==> src/rtl/hazard_stall_ctrl.sv <==
// rtl/hazard_stall_ctrl.sv - decode-stage hazard stall, branch flush and halt scheduler
//
// Ports:
//   clk             rising-edge clock
//   i_reset         synchronous active-high reset
//   i_id_*          ID-stage instruction operands and kind (rs, rt, uses_rt, branch, halt)
//   i_branch_taken  branch resolved taken in ID this cycle
//   i_ex_*          EX-stage load / register-write flags and destination
//   i_mem_*         MEM-stage load flag and destination
//   o_pc_write      PC load enable
//   o_if_id_write   IF/ID load enable
//   o_if_id_flush   IF/ID clear for a taken branch
//   o_id_ex_bubble  insert NOP into ID/EX
//   o_halted        core halted, left only through reset
//   o_stall_cycles  saturating count of hazard stall cycles since reset
module hazard_stall_ctrl #(
  parameter int NB_REG = 5,
  parameter int NB_CNT = 16
) (
  input  logic              clk,
  input  logic              i_reset,
  input  logic [NB_REG-1:0] i_id_rs,
  input  logic [NB_REG-1:0] i_id_rt,
  input  logic              i_id_uses_rt,
  input  logic              i_id_is_branch,
  input  logic              i_branch_taken,
  input  logic              i_id_halt,
  input  logic              i_ex_mem_read,
  input  logic              i_ex_reg_write,
  input  logic [NB_REG-1:0] i_ex_rd,
  input  logic              i_mem_mem_read,
  input  logic [NB_REG-1:0] i_mem_rd,
  output logic              o_pc_write,
  output logic              o_if_id_write,
  output logic              o_if_id_flush,
  output logic              o_id_ex_bubble,
  output logic              o_halted,
  output logic [NB_CNT-1:0] o_stall_cycles
);

  typedef enum logic [1:0] {
    RUN    = 2'd0,
    STALL  = 2'd1,
    HALTED = 2'd2
  } state_t;

  state_t      state, next_state;
  logic [1:0]  rem, next_rem;
  logic [1:0]  need;
  logic        ex_match, mem_match;
  logic        stall_cycle;

  // Register 0 is hardwired zero, so writes to it never create a dependency.
  always_comb begin
    ex_match  = (i_ex_rd != '0) &&
                ((i_ex_rd == i_id_rs) || (i_id_uses_rt && (i_ex_rd == i_id_rt)));
    mem_match = (i_mem_rd != '0) &&
                ((i_mem_rd == i_id_rs) || (i_id_uses_rt && (i_mem_rd == i_id_rt)));
  end

  // Branches compare operands in ID, so they cannot use the EX/MEM forwarding
  // paths that ALU ops in EX get; a load feeding a branch needs two bubbles.
  always_comb begin
    need = 2'd0;
    if (i_ex_mem_read && ex_match) begin
      need = i_id_is_branch ? 2'd2 : 2'd1;
    end else if (i_id_is_branch &&
                 ((i_ex_reg_write && ex_match) || (i_mem_mem_read && mem_match))) begin
      need = 2'd1;
    end
  end

  always_ff @(posedge clk) begin
    if (i_reset) begin
      state <= RUN;
      rem   <= 2'd0;
    end else begin
      state <= next_state;
      rem   <= next_rem;
    end
  end

  always_comb begin
    next_state     = state;
    next_rem       = rem;
    stall_cycle    = 1'b0;
    o_pc_write     = 1'b0;
    o_if_id_write  = 1'b0;
    o_if_id_flush  = 1'b0;
    o_id_ex_bubble = 1'b1;
    o_halted       = 1'b0;
    if (!i_reset) begin
      case (state)
        RUN: begin
          if (need != 2'd0) begin
            // A taken branch is not flushed here; it is re-resolved after the stall.
            stall_cycle = 1'b1;
            if (need == 2'd2) begin
              next_state = STALL;
              next_rem   = 2'd1;
            end
          end else if (i_id_halt) begin
            // Let HALT itself move into EX, then freeze the front end.
            o_id_ex_bubble = 1'b0;
            next_state     = HALTED;
          end else begin
            o_pc_write     = 1'b1;
            o_if_id_write  = 1'b1;
            o_id_ex_bubble = 1'b0;
            o_if_id_flush  = i_branch_taken;
          end
        end
        STALL: begin
          stall_cycle = 1'b1;
          next_rem    = rem - 2'd1;
          if (rem <= 2'd1) begin
            next_state = RUN;
          end
        end
        HALTED: begin
          o_halted = 1'b1;
        end
        default: begin
          next_state = RUN;
          next_rem   = 2'd0;
        end
      endcase
    end
  end

  always_ff @(posedge clk) begin
    if (i_reset) begin
      o_stall_cycles <= '0;
    end else if (stall_cycle && (o_stall_cycles != {NB_CNT{1'b1}})) begin
      o_stall_cycles <= o_stall_cycles + 1'b1;
    end
  end

endmodule

==> config.mk <==
export PLATFORM = sky130hd
export DESIGN_NAME = hazard_stall_ctrl
export DESIGN_NICKNAME = d
export VERILOG_FILES = /design/src/rtl/hazard_stall_ctrl.sv
export SDC_FILE = /design/constraint.sdc
export NUM_CORES = 1
export LEC_CHECK = 0
export ABC_AREA = 1
export BUFFER_PORTS_ARGS = -buffer_cell sky130_fd_sc_hd__buf_2
export CAP_MARGIN = 5
export CORE_MARGIN = 2
export CORE_UTILIZATION = 50
export CTS_CLUSTER_DIAMETER = 60
export DETAILED_ROUTE_END_ITERATION = 6
export PLACE_DENSITY = 0.78
export SYNTH_ARGS = -nofsm -noshare
export SYNTH_HDL_FRONTEND = slang
export SYNTH_SLANG_ARGS = --single-unit
==> constraint.sdc <==
create_clock -name clk -period 3.2 [get_ports clk]
set_clock_uncertainty 0.15 [all_clocks]
set_input_delay 0.64 -clock clk [delete_from_list [all_inputs] [get_ports clk]]
set_output_delay 0.64 -clock clk [all_outputs]
set_load 0.05 [all_outputs]
==> impl_metrics.toml <==
[placed_design]
gp_congestion = 0.897
dp_hpwl_um = 2880
port-buffer-count = 49

[timing]
slew_viol_final = 0
hold_violations = 0
min_period_ns = 2.89
setup_viol = 0
rsz0062_at_grt = "false"
fin_tns_setup_ns = 0
relSlewSlack = 0.534
fmax_mhz = 347
worst_pin_slew_ns = 0.697
finalCritPeriodShare = 0.902

[floorplanning]
fp.dieArea_um2 = 3690
core_um2 = 3050
fp.dieW_um = 60.8
start_util = 0.528
ioPinCount = 50
die_y_um = 60.8
row_count = 20

[critical_path]
cp.arrival_ns = 2.10
path_class = "in2out"
worst-path-buf-inv = 2
r2r_cells = 9
setup.worst_path.start_class = "input port"
path_max_fanout = 3
cp.required_ns = 2.41
end_kind = "output pin"
r2r_setup_slack_ns = 1.02
worstReg2RegStart = "o_stall_cycles[0]"
critPathSlowestCell = "nor3_1"
cp_num_cells = 10
crit_chain = "buf_2 > nor3_1 > nand3_1 > nand3_2 > nand2_1 > nand2_2 > nand3_1 > nor2_1 > and3_1 > buf_2"
r2r-end = "o_stall_cycles[15]"
cp_slowest_stage_delay_ns = 0.27
path_delay_family = "simple AND/OR/NAND/NOR gates"

[power_and_ir_drop]
pwr-share-seq = 0.407
p_sw_mw = 0.275
power_mw = 0.687
leakage_nw = 0.923
power_density_nw_per_um2 = 361
switching_share = 0.401
irDropWorstVdd_uv = 137
power.internal_mw = 0.412
pwr-share-clk = 0.218
p_comb_frac = 0.375

[grt]
grt_pass1_vias = 1456
gr-usage-all-layers = 0.214
antenna_found_initial = 0
gr-total-overflow = 0
met3_usage = 0.0426
grt.met2_usage = 0.343
grt_first_pass_wirelength_um = 6150
grt_max_degree = 24
grt-busiest-layer = "met2"
met1_usage = 0.295

[min_path]
hp-start = "o_stall_cycles[13]"
min_path_type = "reg2reg"
min_to = "o_stall_cycles[13]"
hold_depth = 2

[drt]
dr.pass1.iters = 4
wl_um = 3670
drcViolationCount = 0
routedWlPerCell_um = 10.4
drt_iter0_markers = 93
antenna_left = 0
routed_via_density = 4.96
vias = 1755

[outcome]
outcome = "complete, no violations"

[clock_tree]
htreeDepth = 1
postCtsSetupRepairBufs = 0
cts_tree = "done"
hold_buffers = 0
root_buffer = "clkbuf_4"
clkLatencyLatePin_ns = 0.30
clockBufferDepth = 2
cts_resized = 0
cts.reportedPaths.clkPinSlew_ns = 0.11
cts.sink_count = 20
numCtsBuffers = 3

[synthesis]
mappedNetlistArea_um2 = 1610
synth_warnings = 0
syn-num-nets = 294
ys_ff_latch = 20
seq_area_frac_synth = 0.248
synth_cell_type_count = 27
syn_inst = 263
syn_area_per_cell_um2 = 6.13

[layout]
drive_gt1_frac = 0.216
diodes = 0
fillers = 308
nNetsFinal = 342
area_growth_pct = 18.0

[job]
max-cap-violations = 0
[final cells by class]
type / count / area, um2 / area share
Clock buffer: 4 / 36.3 / 0.0191
Multi-Input combinational cell: 206 / 1050 / 0.551
Sequential cell: 20 / 400 / 0.211
Inverter: 31 / 116 / 0.0612
Tap cell: 44 / 55.1 / 0.0289
Timing Repair Buffer: 49 / 245 / 0.129
[cell usage in the layout (no fill, tap or decap)]
cell / n
nand2_2: 2
nand3_2: 1
clkbuf_4: 3
buf_2: 49
xor2_1: 13
inv_1: 26
nor3_2: 1
nor4_1: 1
nand2_4: 3
o21ai_1: 2
and3_1: 1
xnor2_1: 6
nor3_1: 3
clkbuf_8: 1
nor3_4: 1
inv_2: 5
a21oi_1: 20
dfxtp_1: 20
nor2_1: 34
ha_1: 2
nand4_1: 4
nand2_8: 1
nand2_1: 73
nand3_1: 33
o21ai_0: 5
[worst register-to-register path, cell delays in order, from the launching register on]
cell and delay [ns]:
dfxtp_1 0.38, ha_1 0.24, inv_1 0.09, nor3_2 0.07, nand2_1 0.09, nor2_1 0.08, nor3_4 0.54, nand2_4 0.25
nand2_1 0.11, a21oi_1 0.06
[state kept, by name, summed over array words and instances, names as in the netlist]
signal and flops:
o_stall_cycles 16, rem 2, state 2
[stage by stage]
step | cells | hold slack (ns) | utilization | cell area, um2 | setup WS (ns)
2_1_floorplan | 263 | 0.300 | - | 1610 | 0.0215
3_3_place_gp | 350 | 0.318 | 0.611 | 1870 | 0.373
3_5_place_dp | 350 | 0.321 | 0.611 | 1870 | 0.348
4_1_cts | 354 | 0.339 | 0.623 | 1900 | 0.343
5_1_grt | 354 | 0.359 | 0.623 | 1900 | 0.156
6_report | 354 | 0.339 | 0.623 | 1900 | 0.315
[logic make-up (layout without fill, tap and decap cells)]
| family | Yosys count | count (layout) | synth area share |
|---|---|---|---|
| compound gates | 27 | 27 | 0.0839 |
| simple gates | 158 | 158 | 0.448 |
| buf+inv | 37 | 84 | 0.101 |
| flops | 20 | 20 | 0.248 |
| fa+ha+maj | 2 | 2 | 0.0155 |
| xor+xnor | 19 | 19 | 0.103 |
[routing by layer]
layer | vias to the layer above | wire, um
met5 | - | 0
li1 | 933 | -
met1 | 772 | 1780
met3 | 7 | 176
met4 | 0 | 46
met2 | 43 | 1670
[cells in the mapped netlist]
cell / instances / area (um2)
buf_6: 1 / 11.3
inv_1: 26 / 97.6
o21ai_0: 5 / 25.0
nor2_1: 34 / 128
nand2_4: 3 / 33.8
nor3_1: 3 / 15.0
buf_8: 1 / 15.0
nand4_1: 4 / 25.0
buf_4: 1 / 7.51
xnor2_1: 6 / 52.6
ha_1: 2 / 25.0
nand2_8: 1 / 20.0
buf_2: 1 / 5.00
inv_2: 5 / 18.8
nand3_1: 33 / 165
clkbuf_1: 2 / 7.51
a21oi_1: 20 / 100
nor3_4: 1 / 16.3
nand2_1: 73 / 274
nor4_1: 1 / 6.26
nand2_2: 2 / 12.5
o21ai_1: 2 / 10.0
and3_1: 1 / 6.26
dfxtp_1: 20 / 400
nand3_2: 1 / 10.0
xor2_1: 13 / 114
nor3_2: 1 / 10.0
[power groups by stage]
stage	registers (mW)	clock network [mW]	logic [mW]
detailed placement	0.285	0	0.258
global route	0.281	0.166	0.287
finish	0.279	0.150	0.258
floorplan	0.288	0	0.202
CTS	0.279	0.152	0.258
global placement	0.286	0	0.255
[worst max path at each step]
stage / start / to / slack, ns
after floorplan: i_id_rt[1] / o_pc_write / 0.02
after global routing: i_ex_rd[2] / o_if_id_write / 0.16
after global placement: i_ex_rd[2] / o_if_id_flush / 0.37
final: i_ex_rd[2] / o_if_id_flush / 0.31
after detailed placement: i_ex_rd[2] / o_if_id_flush / 0.35
after CTS: i_ex_rd[2] / o_if_id_flush / 0.34
Note: power is estimated with default switching activity, not from simulation.
